==> src/rtl/traffic_pkg.sv <==
`default_nettype none
// ---------------------------------------------------------------------------
// traffic_pkg : phase encodings, LED codes and config addresses. Rev 1.0
// ---------------------------------------------------------------------------
package traffic_pkg;

  localparam logic [5:0] NS_GREEN  = 6'b000001;
  localparam logic [5:0] NS_YELLOW = 6'b000010;
  localparam logic [5:0] ALLRED_A  = 6'b000100;
  localparam logic [5:0] WE_GREEN  = 6'b001000;
  localparam logic [5:0] WE_YELLOW = 6'b010000;
  localparam logic [5:0] ALLRED_B  = 6'b100000;

  localparam logic [2:0] RED    = 3'b100;
  localparam logic [2:0] YELLOW = 3'b010;
  localparam logic [2:0] GREEN  = 3'b001;

  localparam logic [1:0] CFG_NS_GREEN = 2'd0;
  localparam logic [1:0] CFG_WE_GREEN = 2'd1;
  localparam logic [1:0] CFG_YELLOW   = 2'd2;
  localparam logic [1:0] CFG_ALLRED   = 2'd3;

endpackage
`default_nettype wire

==> src/rtl/traffic_phase_scheduler_timer.sv <==
`default_nettype none
// ---------------------------------------------------------------------------
// phase_timer : per-phase counter with clear, freeze and terminal compare.
// Rev 1.0
// ---------------------------------------------------------------------------
module phase_timer #(
  parameter int CNT_W = 8
) (
  input  logic             clk,
  input  logic             rst_n,
  input  logic             clear,
  input  logic             freeze,
  input  logic [CNT_W-1:0] dur,
  output logic [CNT_W-1:0] count,
  output logic             done
);

  logic [CNT_W-1:0] dur_eff;

  // A zero duration still occupies one cycle; >= lets a shrinking write exit at once.
  assign dur_eff = (dur == '0) ? CNT_W'(1) : dur;
  assign done    = (count >= (dur_eff - CNT_W'(1)));

  always_ff @(posedge clk or negedge rst_n) begin
    if (!rst_n) begin
      count <= '0;
    end else if (clear) begin
      count <= '0;
    end else if (!freeze) begin
      count <= count + CNT_W'(1);
    end
  end

endmodule
`default_nettype wire

==> src/rtl/traffic_phase_scheduler.sv <==
`default_nettype none
// ---------------------------------------------------------------------------
// traffic_phase_scheduler : four-way signal sequencer with ped and EV preempt.
// Rev 1.0
// ---------------------------------------------------------------------------
module traffic_phase_scheduler
  import traffic_pkg::*;
#(
  parameter int CNT_W      = 8,
  parameter int GREEN_DEF  = 15,
  parameter int YELLOW_DEF = 3,
  parameter int ALLRED_DEF = 3,
  parameter int MIN_GREEN  = 5
) (
  input  logic             clk,
  input  logic             rst_n,
  input  logic             cfg_we,
  input  logic [1:0]       cfg_addr,
  input  logic [CNT_W-1:0] cfg_data,
  input  logic             ped_ns_req,
  input  logic             ped_we_req,
  input  logic             emg_req,
  input  logic             emg_dir,
  output logic [2:0]       led_ns,
  output logic [2:0]       led_we,
  output logic             walk_ns,
  output logic             walk_we,
  output logic             emg_active
);

  logic [5:0]       state;
  logic [5:0]       state_next;
  logic [CNT_W-1:0] green_ns_dur;
  logic [CNT_W-1:0] green_we_dur;
  logic [CNT_W-1:0] yellow_dur;
  logic [CNT_W-1:0] allred_dur;
  logic [CNT_W-1:0] dur;
  logic [CNT_W-1:0] count;
  logic             done;
  logic             min_reached;
  logic             pend_ns;
  logic             pend_we;
  logic             hold;
  logic             release_hold;
  logic             timer_clear;
  logic             emg_active_next;
  logic             ns_entry;
  logic             we_entry;
  logic [5:0]       emg_green;

  always_comb begin
    dur = allred_dur;
    case (state)
      NS_GREEN:             dur = green_ns_dur;
      WE_GREEN:             dur = green_we_dur;
      NS_YELLOW, WE_YELLOW: dur = yellow_dur;
      default:              dur = allred_dur;
    endcase
  end

  assign min_reached = (count >= CNT_W'(MIN_GREEN - 1));
  assign emg_green   = emg_dir ? WE_GREEN : NS_GREEN;

  always_comb begin
    state_next = state;
    case (state)
      NS_GREEN: begin
        // Emergency first; an active hold or its release edge keeps the green.
        if (emg_req && emg_dir)                 state_next = NS_YELLOW;
        else if (emg_req || emg_active)         state_next = NS_GREEN;
        else if (done || (pend_we && min_reached)) state_next = NS_YELLOW;
      end
      NS_YELLOW: if (done) state_next = ALLRED_A;
      ALLRED_A:  if (done) state_next = emg_req ? emg_green : WE_GREEN;
      WE_GREEN: begin
        if (emg_req && !emg_dir)                state_next = WE_YELLOW;
        else if (emg_req || emg_active)         state_next = WE_GREEN;
        else if (done || (pend_ns && min_reached)) state_next = WE_YELLOW;
      end
      WE_YELLOW: if (done) state_next = ALLRED_B;
      ALLRED_B:  if (done) state_next = emg_req ? emg_green : NS_GREEN;
      default:   state_next = NS_GREEN;
    endcase
  end

  assign hold            = emg_req && (state == emg_green);
  assign release_hold    = emg_active && !emg_req;
  assign emg_active_next = emg_req && (state_next == emg_green);
  // Held greens sit at 0 and restart from 0 on release.
  assign timer_clear     = (state_next != state) || release_hold ||
                           (hold && (count != '0));
  assign ns_entry        = (state_next == NS_GREEN) && (state != NS_GREEN);
  assign we_entry        = (state_next == WE_GREEN) && (state != WE_GREEN);

  phase_timer #(
    .CNT_W (CNT_W)
  ) u_timer (
    .clk    (clk),
    .rst_n  (rst_n),
    .clear  (timer_clear),
    .freeze (hold),
    .dur    (dur),
    .count  (count),
    .done   (done)
  );

  always_ff @(posedge clk or negedge rst_n) begin
    if (!rst_n) begin
      state        <= NS_GREEN;
      green_ns_dur <= CNT_W'(GREEN_DEF);
      green_we_dur <= CNT_W'(GREEN_DEF);
      yellow_dur   <= CNT_W'(YELLOW_DEF);
      allred_dur   <= CNT_W'(ALLRED_DEF);
      pend_ns      <= 1'b0;
      pend_we      <= 1'b0;
      walk_ns      <= 1'b0;
      walk_we      <= 1'b0;
      emg_active   <= 1'b0;
    end else begin
      state      <= state_next;
      emg_active <= emg_active_next;
      pend_ns    <= ped_ns_req | (pend_ns & ~ns_entry);
      pend_we    <= ped_we_req | (pend_we & ~we_entry);
      if (state_next != NS_GREEN) walk_ns <= 1'b0;
      else if (ns_entry)          walk_ns <= pend_ns | ped_ns_req;
      if (state_next != WE_GREEN) walk_we <= 1'b0;
      else if (we_entry)          walk_we <= pend_we | ped_we_req;
      if (cfg_we) begin
        case (cfg_addr)
          CFG_NS_GREEN: green_ns_dur <= cfg_data;
          CFG_WE_GREEN: green_we_dur <= cfg_data;
          CFG_YELLOW:   yellow_dur   <= cfg_data;
          default:      allred_dur   <= cfg_data;
        endcase
      end
    end
  end

  always_comb begin
    led_ns = RED;
    led_we = RED;
    if (state == NS_GREEN)  led_ns = GREEN;
    if (state == NS_YELLOW) led_ns = YELLOW;
    if (state == WE_GREEN)  led_we = GREEN;
    if (state == WE_YELLOW) led_we = YELLOW;
  end

endmodule
`default_nettype wire

==> config.mk <==
export PLATFORM = sky130hd
export DESIGN_NAME = traffic_phase_scheduler
export DESIGN_NICKNAME = d
export VERILOG_FILES = /design/src/rtl/traffic_pkg.sv /design/src/rtl/traffic_phase_scheduler_timer.sv /design/src/rtl/traffic_phase_scheduler.sv
export SDC_FILE = /design/constraint.sdc
export NUM_CORES = 1
export LEC_CHECK = 0
export CAP_MARGIN = 20
export CORE_MARGIN = 1.5
export CORE_UTILIZATION = 55
export CTS_CLUSTER_DIAMETER = 120
export DETAILED_ROUTE_END_ITERATION = 12
export HOLD_SLACK_MARGIN = 0.1
export PLACE_DENSITY = 0.88
export SYNTH_ARGS = -nofsm -noshare
export SYNTH_HDL_FRONTEND = slang
export SYNTH_SLANG_ARGS = --single-unit
==> constraint.sdc <==
create_clock -name clk -period 5.76 [get_ports clk]
set_input_delay 1.44 -clock clk [delete_from_list [all_inputs] [get_ports clk]]
set_output_delay 1.44 -clock clk [all_outputs]
set_load 0.03 [all_outputs]
# Word level (Yosys, flattened, before mapping)
# Index checks and enable logic that the tools add are counted.
classes:
  add_sub_neg: 2
  order_cmp: 2
  n_eq_ne: 18
  n_mux: 26
  bitwise: 9
  reduce_logical: 28
ops:
  columns: ["op", "n"]
  rows:
  - ["6-bit 2-to-1 mux", 10]
  - ["6-bit one-hot mux with 6 select lines", 1]
  - ["8-bit 2-to-1 mux", 3]
  - ["8-bit one-hot mux with 3 select lines", 1]
  - ["6-bit by 1-bit == test with 1-bit output, second input constant", 2]
  - ["6-bit by 4-bit == test with 1-bit output", 2]
  - ["6-bit by 4-bit == test with 1-bit output, second input constant", 2]
  - ["3-bit 2-to-1 mux", 4]
  - ["4-bit 2-to-1 mux", 3]
  - ["6-bit by 1-bit != test with 1-bit output, second input constant", 2]
  - ["6-bit by 4-bit != test with 1-bit output, second input constant", 2]
  - ["1-bit logical AND", 10]
  - ["8-bit by 1-bit adder with 8-bit output, second input constant", 1]
  - ["8-bit by 3-bit >= comparator with 1-bit output, second input constant", 1]
  - ["8-bit >= comparator", 1]
  - ["8-bit zero test", 1]
  - ["2-bit AND reduction", 4]
  - ["8-bit nonzero test", 1]
  - ["8-bit by 1-bit subtractor with 8-bit output, second input constant", 1]
  - ["6-bit by 2-bit == test with 1-bit output, second input constant", 1]
  - ["6-bit by 3-bit == test with 1-bit output, second input constant", 1]
  - ["6-bit by 5-bit == test with 1-bit output, second input constant", 1]
  - ["6-bit == test, second input constant", 1]
  - ["6-bit != test", 1]
  - ["other kinds (13)", 28]
totals:
  regBits: 51
  output_inout_bits: 9
  word_cells: 96

# Longest topological paths before layout
# Gate-level depths: netlist of run 1.
depth:
  ltp_word: 17
  ltp_mapped: 24
  mapped_depth_nobuf: 20

# Modules after synthesis
# Synthesis of run 1 repeated with hierarchy kept, for this count alone.
unflattened:
  hier_cells: 292
  area_unflattened_um2: 3099.2
by_module_without_submodules:
  columns: ["mod", "instances", "cells_per_inst", "area_each_um2", "seq_area_each_um2"]
  rows:
  - ["traffic_phase_scheduler", 1, 217, 2417.3, 1092.3]
  - ["phase_timer", 1, 75, 681.9, 200.2]

# Least setup slack after synthesis of run 1
# No wires, ideal clock.
synth_timing:
  path_type: "reg-to-reg"
  start: "reg state[0]"
  end: "reg u_timer.count[0]"
  setup_ps: 72
  arrival_time_ps: 4375
  t_required_ps: 5688
  setup_slack_ps: 1313
  stages_incl_launch_ff: 20
  cell_sequence: "dfstp_2 buf_2 nor2_2 and4b_1 clkbuf_1 a222oi_1 a41oi_1 nor3_1 a221oi_1 ha_1 xor2_1 ha_1 and3_1 o21ai_0 a31oi_1 nor2_1 clkbuf_1 o22ai_1 a2111o_1 nor2_1"
synth_between:
  elab_chain_len: 16
  elab_cells_between_ends: 33
  cone_classes: "1 x add/sub; 1 x order compare; 9 x eq/ne; 14 x mux; 8 x reduce/logical"
synth_rtl:
  columns: ["element", "line_no", "rtl"]
  rows:
  - ["from (decl)", "traffic_phase_scheduler.sv:31", "logic [5:0] state;"]
  - ["from (signal assigned)", "traffic_phase_scheduler.sv:120", "state <= state_next;"]
  - ["6-bit by 2-bit == test with 1-bit output or 6-bit by 5-bit == test with 1-bit output (tied branches)", "traffic_phase_scheduler.sv:53, traffic_phase_scheduler.sv:66", null]
  - ["2-bit OR reduction", "traffic_phase_scheduler.sv:53", "case (state)"]
  - ["8-bit one-hot mux with 3 select lines", "traffic_phase_scheduler.sv:53", null]
  - ["8-bit zero test", "traffic_phase_scheduler_timer.sv:21", "assign dur_eff = (dur == '0) ? CNT_W'(1) : dur;"]
  - ["8-bit 2-to-1 mux", "traffic_phase_scheduler_timer.sv:21", null]
  - ["8-bit by 1-bit subtractor with 8-bit output", "traffic_phase_scheduler_timer.sv:22", "assign done = (count >= (dur_eff - CNT_W'(1)));"]
  - ["8-bit >= comparator", "traffic_phase_scheduler_timer.sv:22", null]
  - ["1-bit logical OR (on tied branches)", "traffic_phase_scheduler.sv:78, traffic_phase_scheduler.sv:71", null]
  - ["6-bit 2-to-1 mux (on tied branches)", "traffic_phase_scheduler.sv:78, traffic_phase_scheduler.sv:71", null]
  - ["6-bit 2-to-1 mux (on tied branches)", "traffic_phase_scheduler.sv:77, traffic_phase_scheduler.sv:70", null]
  - ["6-bit 2-to-1 mux (on tied branches)", "traffic_phase_scheduler.sv:76, traffic_phase_scheduler.sv:69", null]
  - ["6-bit one-hot mux with 6 select lines", "traffic_phase_scheduler.sv:66", "case (state)"]
  - ["6-bit != test", "traffic_phase_scheduler.sv:90", "assign timer_clear = (state_next != state) || release_hold ||"]
  - ["1-bit logical OR (2 in series)", "traffic_phase_scheduler.sv:90", null]
  - ["2-bit by 1-bit != test with 1-bit output (no source line) or 8-bit 2-to-1 mux (tied branches)", null, null]
  - ["to (signal assigned)", "traffic_phase_scheduler_timer.sv:30", "count <= count + CNT_W'(1);"]
  - ["to (decl)", "traffic_phase_scheduler_timer.sv:14", "output logic [CNT_W-1:0] count,"]
# Parallel ways exist; a longest one is shown, timed or not.
# A chain may end at the register's enable or synchronous reset.

# Worst setup path after layout of run 1
layout_timing:
  start: "reg state[4]"
  end: "reg u_timer.count[4]"
# The elaborated chain is that of the path after synthesis.

==> results of run 1 <==
Yosys cell counts, types with 2 or more instances:
| cell type | count | share of area |
|---|---|---|
| dfrtp_1 | 38 | 0.31 |
| xnor2_1 | 4 | 0.011 |
| clkbuf_1 | 5 | 0.0061 |
| inv_1 | 6 | 0.0073 |
| a21o_1 | 3 | 0.0073 |
| nor4b_1 | 2 | 0.0057 |
| ha_1 | 11 | 0.045 |
| o31ai_1 | 5 | 0.012 |
| nor2_1 | 30 | 0.037 |
| dfstp_2 | 13 | 0.11 |
| and3b_1 | 2 | 0.0057 |
| a21boi_0 | 2 | 0.0049 |
| nand2_1 | 20 | 0.024 |
| a22o_1 | 3 | 0.0086 |
| nor2b_1 | 4 | 0.0081 |
| and2_1 | 2 | 0.0041 |
| buf_2 | 9 | 0.015 |
| a221o_1 | 6 | 0.020 |
| a31oi_1 | 2 | 0.0041 |
| nand2b_1 | 2 | 0.0041 |
| nor3b_1 | 4 | 0.0098 |
| mux2_2 | 32 | 0.12 |
| a222oi_1 | 3 | 0.0098 |
| nand3b_1 | 3 | 0.0073 |
| nand4_1 | 5 | 0.010 |
| nand3_1 | 8 | 0.013 |
| and3_1 | 9 | 0.018 |
| a21oi_1 | 10 | 0.016 |
| o21ai_0 | 11 | 0.018 |
| nor3_1 | 6 | 0.0098 |
| xor2_1 | 13 | 0.037 |
area by class of cell:
cell class,instances,area [µm²],share of cell area
clock buffer,6,72.6,0.0208
clock inverter,2,12.5,0.00359
inverter,6,22.5,0.00645
multi-input combinational,229,1700,0.486
sequential,51,1290,0.370
tap,72,90.1,0.0258
timing repair buffer,31,303,0.0868
per-stage QoR:
stage,worst slack [ns],utilization
after global routing,0.138,0.642
after CTS,0.499,0.637
after detailed placement,0.563,0.622
final,0.560,0.642
after floorplan,1.31,-
after global placement,0.672,0.622
per-layer routing:
metal	routed length, µm	GRT usage	vias up
li1	-	-	1169
met4	221	0.104	0
met2	3420	0.418	82
met3	310	0.0341	20
met5	0	0	-
met1	2860	0.317	1184
state kept, by name, indices dropped and copies added, names as in the netlist:
signal / flops
pend_we: 1
yellow_dur: 8
green_ns_dur: 8
pend_ns: 1
emg_active: 1
allred_dur: 8
walk_we: 1
walk_ns: 1
green_we_dur: 8
u_timer.count: 8
state: 6
worst min path at each step:
stage                          startpoint              end  slack [ns]  cells past startpoint
after global routing      green_we_dur[5]  green_we_dur[5]        0.54                      1
after CTS                 green_we_dur[5]  green_we_dur[5]        0.52                      1
after global placement    green_we_dur[5]  green_we_dur[5]        0.49                      1
final                     green_we_dur[5]  green_we_dur[5]        0.52                      1
after detailed placement  green_we_dur[5]  green_we_dur[5]        0.50                      1
after floorplan                   pend_ns          pend_ns        0.47                      1
power by group through the flow:
stage	combinational, mW	clock, mW	sequential [mW]
after global placement	0.705	0	0.500
after detailed placement	0.727	0	0.505
after CTS	0.735	0.206	0.498
final	0.743	0.203	0.498
after floorplan	0.552	0	0.483
after global routing	0.821	0.222	0.508
critical path, delay by kind of cell (launching register included):
family                   cells  cell delay (ns)
adder cells (fa/ha/maj)      2             0.56
AO/OA/AOI/OAI                8             2.17
flip-flops                   1             0.55
XOR/XNOR                     1             0.16
AND/OR/NAND/NOR              7             1.67
cells by family (layout without fill, tap and decap cells):
kind of cell,Yosys count,in the layout,share of synthesized area
buf+inv,20,45,0.0281
compound gates,63,63,0.158
fa+ha+maj,11,11,0.0448
xor+xnor,17,17,0.0485
mux,33,33,0.121
simple gates,105,105,0.179
flops,51,51,0.421
==> reports/metrics.yaml, run 1 <==
layout:
  final_cells: 397
  layout_common_cells: "dfrtp_1 (38), mux2_2 (32), nor2_1 (29)"
  n_antenna_cell: 0
  final_area_um2: 3490
  layout.nets: 352
  layout_commonest_cell: "dfrtp_1"
  drive_gt1_frac: 0.212
  fillers: 433
  area_growth_pct: 13.6
setup_path:
  criticalPathCategory: "flip-flop to flip-flop"
  cp-startpoint: "state[4]"
  end_kind: "flip-flop"
  critPathMaxStageDelay_ns: 0.55
  critPathLaunchType: "flip-flop"
  endpoint: "u_timer.count[4]"
  ff2ff_path_depth: 18
  crit_slowest_cell: "dfrtp_1"
  r2r-end: "u_timer.count[4]"
  worst_ep_required_time_ns: 6.00
  crit_chain: "nor4_2 > and2_1 > a222oi_1 > a41oi_1 > nor3_1 > a221oi_1 > ha_1 > nor3b_1 > xnor2_1 > nor2_1 > a21oi_1 > ha_1 > nand4_1 > a31oi_1 > o31ai_1 > o2111ai_1 > a2111o_1 > nor2_1"
  arrival_ns: 5.44
  worstPathMaxFanout: 13
  r2r_slack_ns: 0.56
  reg2reg_from: "state[4]"
logic_synthesis:
  synth_warnings: 0
  synth_area_um2: 3070
  syn-mean-instance-area_um2: 10.2
  yosysUniqueCellTypes: 58
  ys.flop_type: "dfrtp_1"
  synthCells: 300
  synth-seq-cells: 51
  async_flop_share: 1.00
  ys_seq_area_frac: 0.421
  synth_nets: 328
  synth-edff-count: 0
die:
  core_um2: 5440
  die_h_um: 77.7
  design.die.area_um2: 6040
  floorplan.initialDensity: 0.565
  fp.dieW_um: 77.7
  io_pins: 26
  rows: 27
global_routing:
  antenna_found_initial: 0
  grt_pass1_vias: 2486
  grt_max_degree: 52
  grt_usage: 0.247
  grt_pass1_wl_mm: 11.8
  grt_overflow: 0
detailed_routing:
  route.detailed.drc: 0
  viasPerCell: 6.18
  routedWlPerCell_um: 17.2
  drt_iter0_markers: 135
  final_antenna_net_count: 0
  vias: 2455
  routed_wl_mm: 6.81
  first_pass_iters: 4
clock_network:
  clockBufferDepth: 2
  insertion_delay_ns: 0.31
  ctsRootBufferMaster: "clkbuf_8"
  cts_tree: "done"
  cts_resized: 0
  path_clk_slew_ns: 0.09
  htreeDepth: 2
  holdBufCountCts: 0
  numCtsBuffers: 5
  post_cts_buffers: 0
  cts_sinks: 51
sta:
  max_slew_margin: 0.455
  finalHoldViolations: 0
  min_period_over_period: 0.903
  rsz0062_at_grt: "no"
  finalMaxSlewViolations: 0
  worst_hold_slack_ns: 0.517
  fin_tns_setup_ns: 0
  fin_skew_ns: 0.00627
  clock.fmax_ghz: 0.192
  setup_viol: 0
  tightest_slew_ns: 0.806
  finalCriticalPeriod_ns: 5.20
placement:
  postPlaceCellArea_um2: 3380
  dp_hpwl_mm: 5.18
  globalplace.congestion: 0.958
  port_buffers: 25
  dp_cells: 388
power_and_ir_drop:
  p_total_mw: 1.44
  peakVddDrop_mv: 0.255
  power_frac_seq: 0.345
  powerDensity_nw_per_um2: 414
  p_sw_mw: 0.596
  power.share.clock: 0.141
  intPower_mw: 0.849
  p_leak_nw: 1.47
  p_comb_frac: 0.515
  swShare: 0.412
run_status:
  status: "finished, final reports clean"
min_path:
  hp-class: "flip-flop to flip-flop"
job:
  max_cap_viol_count: 0
Note: power is estimated with default switching activity, not from simulation.
==> inputs of run 2 (changes only) <==
--- a/config.mk
+++ b/config.mk
@@ -5,13 +5,14 @@
 export SDC_FILE = /design/constraint.sdc
 export NUM_CORES = 1
 export LEC_CHECK = 0
+export ABC_AREA = 1
 export CAP_MARGIN = 20
 export CORE_MARGIN = 1.5
-export CORE_UTILIZATION = 55
+export CORE_UTILIZATION = 45
 export CTS_CLUSTER_DIAMETER = 120
 export DETAILED_ROUTE_END_ITERATION = 12
 export HOLD_SLACK_MARGIN = 0.1
-export PLACE_DENSITY = 0.88
+export PLACE_DENSITY = 0.76
 export SYNTH_ARGS = -nofsm -noshare
 export SYNTH_HDL_FRONTEND = slang
 export SYNTH_SLANG_ARGS = --single-unit
==> reports/metrics.yaml, run 2 <==
run_status:
  status: "finished, final reports clean"
global_routing:
  grt_overflow: 0  # unchanged
  grt_pass1_vias: 2716  # +9.3%
  grt_pass1_wl_mm: 12.3  # +4.8%
  grt_max_degree: 30  # -42%
  grt_usage: 0.210  # -0.0372
  antenna_found_initial: 0  # unchanged
logic_synthesis:
  netlist.top_cell.by_area: "dfrtp_1"
  synth-edff-count: 0  # unchanged
  netlist_top_cells_count: "nand2_1 (107), inv_1 (45), o21ai_0 (43), dfrtp_1 (38)"
  ys_seq_area_frac: 0.416  # -0.00474
  synth_nets: 427  # +30%
  synth-seq-cells: 51  # unchanged
  syn-mean-instance-area_um2: 7.79  # -24%
  async_flop_share: 1.00  # unchanged
  synth_area_um2: 3110  # +1.1%
  synth_top_area_share: 0.306  # -0.00349
  yosysMostFrequentCell: "nand2_1"
  synthCells: 399  # +33%
  yosysUniqueCellTypes: 40  # -31%
  synth_warnings: 0  # unchanged
  ys.flop_type: "dfrtp_1"
  yosys-top-cells-area: "dfrtp_1 (31%), nand2_1 (13%), dfstp_2 (11%)"
setup_path:
  end_kind: "flip-flop"
  critPathLaunchType: "flip-flop"
  worstPathMaxFanout: 8  # -5
  r2r_slack_ns: 1.29  # +0.73 ns
  crit_slowest_cell: "dfstp_2"
  critPathMaxStageDelay_ns: 0.62  # +0.07 ns
  criticalPathCategory: "flip-flop to flip-flop"
  worst-path-buf-inv: 3  # +3
  worst_ep_required_time_ns: 5.97  # -0.03 ns
  cp.depth: 27  # +9
  cp_common_cell: "nand2_1"
  arrival_ns: 4.68  # -0.76 ns
  crit_family: "simple AND/OR/NAND/NOR gates"
  ff2ff_path_depth: 27  # +9
detailed_routing:
  vias: 2785  # +13%
  final_antenna_net_count: 0  # unchanged
  route.detailed.drc: 0  # unchanged
  viasPerCell: 5.48  # -11%
  routed_wl_mm: 7.24  # +6.3%
  routedWlPerCell_um: 14.3  # -17%
  drt_iter0_markers: 185  # +37%
  first_pass_iters: 5  # +1
sta:
  clock.fmax_ghz: 0.224  # +16%
  min_period_over_period: 0.776  # -0.127
  fin_ws_ns: 1.29  # +0.730 ns
  finalCriticalPeriod_ns: 4.47  # -0.730 ns
  finalHoldViolations: 0  # unchanged
  fin_skew_ns: 0.0117  # +0.00539 ns
  tightest_slew_ns: 0.738  # -0.0684 ns
  worst_hold_slack_ns: 0.491  # -0.0262 ns
  finalMaxSlewViolations: 0  # unchanged
  max_slew_margin: 0.508  # +0.0532
  rsz0062_at_grt: "no"
  fin_tns_setup_ns: 0  # unchanged
  setup_viol: 0  # unchanged
clock_network:
  clockBufferDepth: 2  # unchanged
  post_cts_buffers: 0  # unchanged
  htreeDepth: 2  # unchanged
  cts_tree: "done"
  path_clk_slew_ns: 0.10  # about the same
  cts_sinks: 51  # unchanged
  ctsRootBufferMaster: "clkbuf_8"
  holdBufCountCts: 0  # unchanged
  cts_resized: 0  # unchanged
  numCtsBuffers: 5  # unchanged
  insertion_delay_ns: 0.31  # about the same
layout:
  drive_gt1_frac: 0.138  # -0.0745
  layout.nets: 455  # +29%
  final_cells: 508  # +28%
  layout_common_cells: "nand2_1 (107), inv_1 (45), o21ai_0 (43)"
  area_growth_pct: 13.7
  layout_commonest_cell: "nand2_1"
  n_antenna_cell: 0  # unchanged
die:
  core_um2: 6720  # +24%
  fp.dieW_um: 86.1  # +11%
  io_pins: 26  # unchanged
  die_h_um: 86.1  # +11%
  floorplan.initialDensity: 0.463  # -0.102
  rows: 30  # +11%
  design.die.area_um2: 7410  # +23%
placement:
  dp_hpwl_mm: 5.50  # +6.2%
  globalplace.congestion: 0.917  # -4.3%
  dp_cells: 500  # +29%
  port_buffers: 25  # unchanged
  place_ws_ns: 1.35  # +0.790 ns
min_path:
  whs_path_depth: 2  # +1
  hp-class: "flip-flop to flip-flop"
power_and_ir_drop:
  p_leak_nw: 1.69  # +15%
  powerDensity_nw_per_um2: 429  # +3.6%
  peakVddDrop_mv: 0.193  # -24%
job:
  max_cap_viol_count: 0  # unchanged
-- run 2: changes by cell type in the layout (fill, tap and decap cells not counted), sizes merged, moves of 5 or more --
cell	change
and3	-9
inv	+46
mux2	-32
nand4	+9
xor2	-9
o21ai	+36
a221o	-6
nand3	+18
nand2	+94
buf	-5
-- run 2: final cells by class --
cell class | instances | area, µm²
repair buffers | 26 | 253
flip-flops and latches | 51 | 1290
clock inverters | 2 | 16.3
fillers | 622 | 3190
clock buffers | 6 | 82.6
multi-input cells | 291 | 1590
well taps | 80 | 100
inverters | 52 | 200
-- run 2: through the flow --
stage | instance area (µm²) | power (mW) | util
final | 3530 | 1.52 | 0.526
after global routing | 3530 | 1.65 | 0.526
after CTS | 3530 | 1.52 | 0.526
after detailed placement | 3430 | 1.29 | 0.511
after global placement | 3430 | 1.28 | 0.511
after floorplan | 3110 | 1.10 | -
-- run 2: worst paths after layout --
kind,start,to
max,state[0],u_timer.count[3]
min,green_we_dur[4],green_we_dur[4]
max reg2reg,state[0],u_timer.count[3]
min reg2reg,green_we_dur[4],green_we_dur[4]
max in group asynchronous,rst_n,green_we_dur[2]
min in group asynchronous,rst_n,emg_active
-- run 2: cells by family (layout without fill, tap and decap cells) --
| family | after synthesis | in the layout | share of synthesized area |
|---|---|---|---|
| xor+xnor | 9 | 9 | 0.0254 |
| buf+inv | 57 | 86 | 0.0729 |
| flops | 51 | 51 | 0.416 |
| fa+ha+maj | 11 | 11 | 0.0443 |
| compound gates | 67 | 67 | 0.123 |
| simple gates | 204 | 204 | 0.319 |
-- run 2: tightest hold or removal path, delay by kind of cell, from the launching register on --
kind               cells  cell delay [ns]
AOI/OAI and AO/OA      1             0.06
and+or+nand+nor        1             0.05
DFF                    1             0.35
-- run 2: metal layers --
layer	vias to the layer above	global-route usage	wire length, µm
met5	-	0	0
met4	0	0.0850	225
met3	26	0.0433	492
met2	113	0.361	3500
met1	1287	0.258	3030
li1	1359	-	-
-- run 2: power by group --
part | total, mW | internal [mW] | switching (mW)
Sequential | 0.477 | 0.427 | 0.0497
Combinational | 0.816 | 0.295 | 0.521
Clock | 0.222 | 0.0983 | 0.124
==> inputs of run 3 (changes only) <==
--- a/config.mk
+++ b/config.mk
@@ -12,7 +12,7 @@
 export CTS_CLUSTER_DIAMETER = 120
 export DETAILED_ROUTE_END_ITERATION = 12
 export HOLD_SLACK_MARGIN = 0.1
-export PLACE_DENSITY = 0.76
+export PLACE_DENSITY = 0.79
 export SYNTH_ARGS = -nofsm -noshare
 export SYNTH_HDL_FRONTEND = slang
 export SYNTH_SLANG_ARGS = --single-unit
==> constraint.sdc (replaced) <==
create_clock -name clk -period 4 [get_ports clk]
set_input_delay 1 -clock clk [delete_from_list [all_inputs] [get_ports clk]]
set_output_delay 1 -clock clk [all_outputs]
set_load 0.03 [all_outputs]
==> reports/metrics.yaml, run 3 (synthesis gave the netlist of run 2 again) <==
run_status:
  status: "finished, final reports clean"
setup_path:
  worstPathMaxFanout: 5  # -3
  reg2reg_from: "state[1]"
  cp_common_cell: "buf_4"
  critPathLaunchType: "flip-flop"
  criticalPathCategory: "flip-flop to flip-flop"
  worst-path-buf-inv: 6  # +3
  ff2ff_path_depth: 25  # -7.4%
  end_kind: "flip-flop"
  r2r-end: "state[1]"
  worst_ep_required_time_ns: 4.20  # -1.77 ns
  critPathMaxStageDelay_ns: 0.46  # -0.16 ns
  r2r_slack_ns: 0.03  # -1.26 ns
  crit_family: "simple AND/OR/NAND/NOR gates"
  arrival_ns: 4.18  # -0.50 ns
  crit_slowest_cell: "dfrtp_2"
sta:
  clock.fmax_ghz: 0.252  # +12%
  finalCriticalPeriod_ns: 3.97  # -0.496 ns
  worst_hold_slack_ns: 0.498  # +0.00686 ns
  fin_skew_ns: 0.0144  # +0.00274 ns
  min_period_over_period: 0.994  # +0.218
  tightest_slew_ns: 0.653  # -0.0849 ns
  finalMaxSlewViolations: 0  # unchanged
  max_slew_margin: 0.561  # +0.0526
  finalHoldViolations: 0  # unchanged
  rsz0062_at_grt: "yes"
  setup_viol: 0  # unchanged
  fin_ws_ns: 0.0255  # -1.26 ns
clock_network:
  insertion_delay_ns: 0.31  # about the same
  cts_sinks: 51  # unchanged
  htreeDepth: 2  # unchanged
  ctsRootBufferMaster: "clkbuf_8"
  cts_tree: "done"
  holdBufCountCts: 0  # unchanged
  numCtsBuffers: 5  # unchanged
  path_clk_slew_ns: 0.10  # about the same
  clockBufferDepth: 2  # unchanged
die:
  core_um2: 6720  # unchanged
  design.die.area_um2: 7410  # unchanged
  rows: 30  # unchanged
  fp.dieW_um: 86.1  # unchanged
  io_pins: 26  # unchanged
  floorplan.initialDensity: 0.463  # unchanged
  die_h_um: 86.1  # unchanged
global_routing:
  antenna_found_initial: 0  # unchanged
  met2_usage: 0.421  # +0.0594
  grt_overflow: 0  # unchanged
  grt_usage: 0.240  # +0.0300
  grt_use_met3: 0.0404  # -0.00289
  grt.busiest_layer: "met2"
  use_met1: 0.300  # +0.0424
  grt_max_degree: 52  # +73%
  grt_pass1_vias: 3017  # +11%
  grt_pass1_wl_mm: 14.0  # +14%
power_and_ir_drop:
  p_total_mw: 2.70  # +78%
  powerDensity_nw_per_um2: 643  # +50%
  peakVddDrop_mv: 0.397  # +110%
  p_leak_nw: 2.02  # +19%
placement:
  globalplace.congestion: 0.989  # +7.9%
  place_ws_ns: -0.166  # -1.52 ns
  dp_cells: 538  # +7.6%
  dp_hpwl_mm: 6.02  # +9.6%
  port_buffers: 25  # unchanged
detailed_routing:
  first_pass_iters: 5  # unchanged
  drt_iter0_markers: 252  # +36%
  vias: 3071  # +10%
  viasPerCell: 5.44  # -0.86%
  final_antenna_net_count: 0  # unchanged
  routedWlPerCell_um: 15.1  # +5.7%
  route.detailed.drc: 0  # unchanged
  routed_wl_mm: 8.51  # +18%
min_path:
  min_from: "yellow_dur[7]"
  hp-class: "flip-flop to flip-flop"
  hold_path_end: "yellow_dur[7]"
  whs_path_depth: 2  # unchanged
layout:
  final_cells: 565  # +11%
  seqCellArea_um2: 1290  # +0.19%
  drive_gt1_frac: 0.309  # +0.171
  fillers: 548  # -12%
  layout_common_cells: "nand2_1 (99), buf_4 (56), inv_1 (44)"
  layout_commonest_cell: "nand2_1"
  layout.nets: 512  # +13%
  area_growth_pct: 35.1
  n_antenna_cell: 0  # unchanged
  multi_input_area_um2: 1810  # +14%
job:
  max_cap_viol_count: 0  # unchanged
run 3: worst register-to-register path, cell delays in order (launching register included):
cell,delay (ns)
dfrtp_2,0.46
nor2_1,0.26
nand4_4,0.21
buf_4,0.19
o211ai_1,0.28
a21oi_2,0.06
nand2_1,0.08
nor2_2,0.04
nand3_2,0.07
and2_4,0.16
ha_4,0.16
nand2_2,0.07
xnor2_2,0.13
ha_1,0.28
nand2_1,0.07
nor2_1,0.07
nor2_4,0.18
buf_4,0.16
nand3_2,0.11
nand2_2,0.10
buf_4,0.11
buf_4,0.09
buf_4,0.09
buf_4,0.09
a21oi_1,0.05
or2_2,0.29
run 3: repair_timing:
action                                  CTS  global route
gates resized for setup                  27            26
pin swaps                                12            14
endpoints found under the setup margin   10            14
buffers inserted                         14             4
run 3: power by group:
group,switching (mW),internal (mW)
registers,0.0716,0.616
logic,0.938,0.765
clock network,0.183,0.126
run 3: metrics by stage:
step                      utilization  instance area, µm²  TNS [ns]
final                           0.625                4200         0
after detailed placement        0.554                3720     -1.22
after CTS                       0.601                4040         0
after floorplan                     -                3110         0
after global placement          0.554                3720    -0.535
after global routing            0.625                4200     -2.26
run 3: worst max-delay path by stage:
stage,startpoint,to,slack (ns),cells after the start
2_1_floorplan,state[0],u_timer.count[0],0.24,25
3_3_place_gp,state[0],u_timer.count[3],-0.08,28
3_5_place_dp,state[0],u_timer.count[3],-0.17,28
4_1_cts,state[0],u_timer.count[3],0.005,28
5_1_grt,state[1],u_timer.count[3],-0.22,26
6_report,state[1],state[1],0.03,25
run 3: metal layers:
layer / vias up / part of all wire
met5: - / 0
met4: 0 / 0.026
met3: 24 / 0.046
met2: 103 / 0.51
met1: 1460 / 0.42
li1: 1484 / -
run 3: layout make-up:
cell class              instances  area share
inverters                      52      0.0492
repair buffers                 83       0.166
flip-flops and latches         51       0.308
multi-input cells             291       0.431
clock buffers                   6      0.0173
clock inverters                 2     0.00417
well taps                      80      0.0238
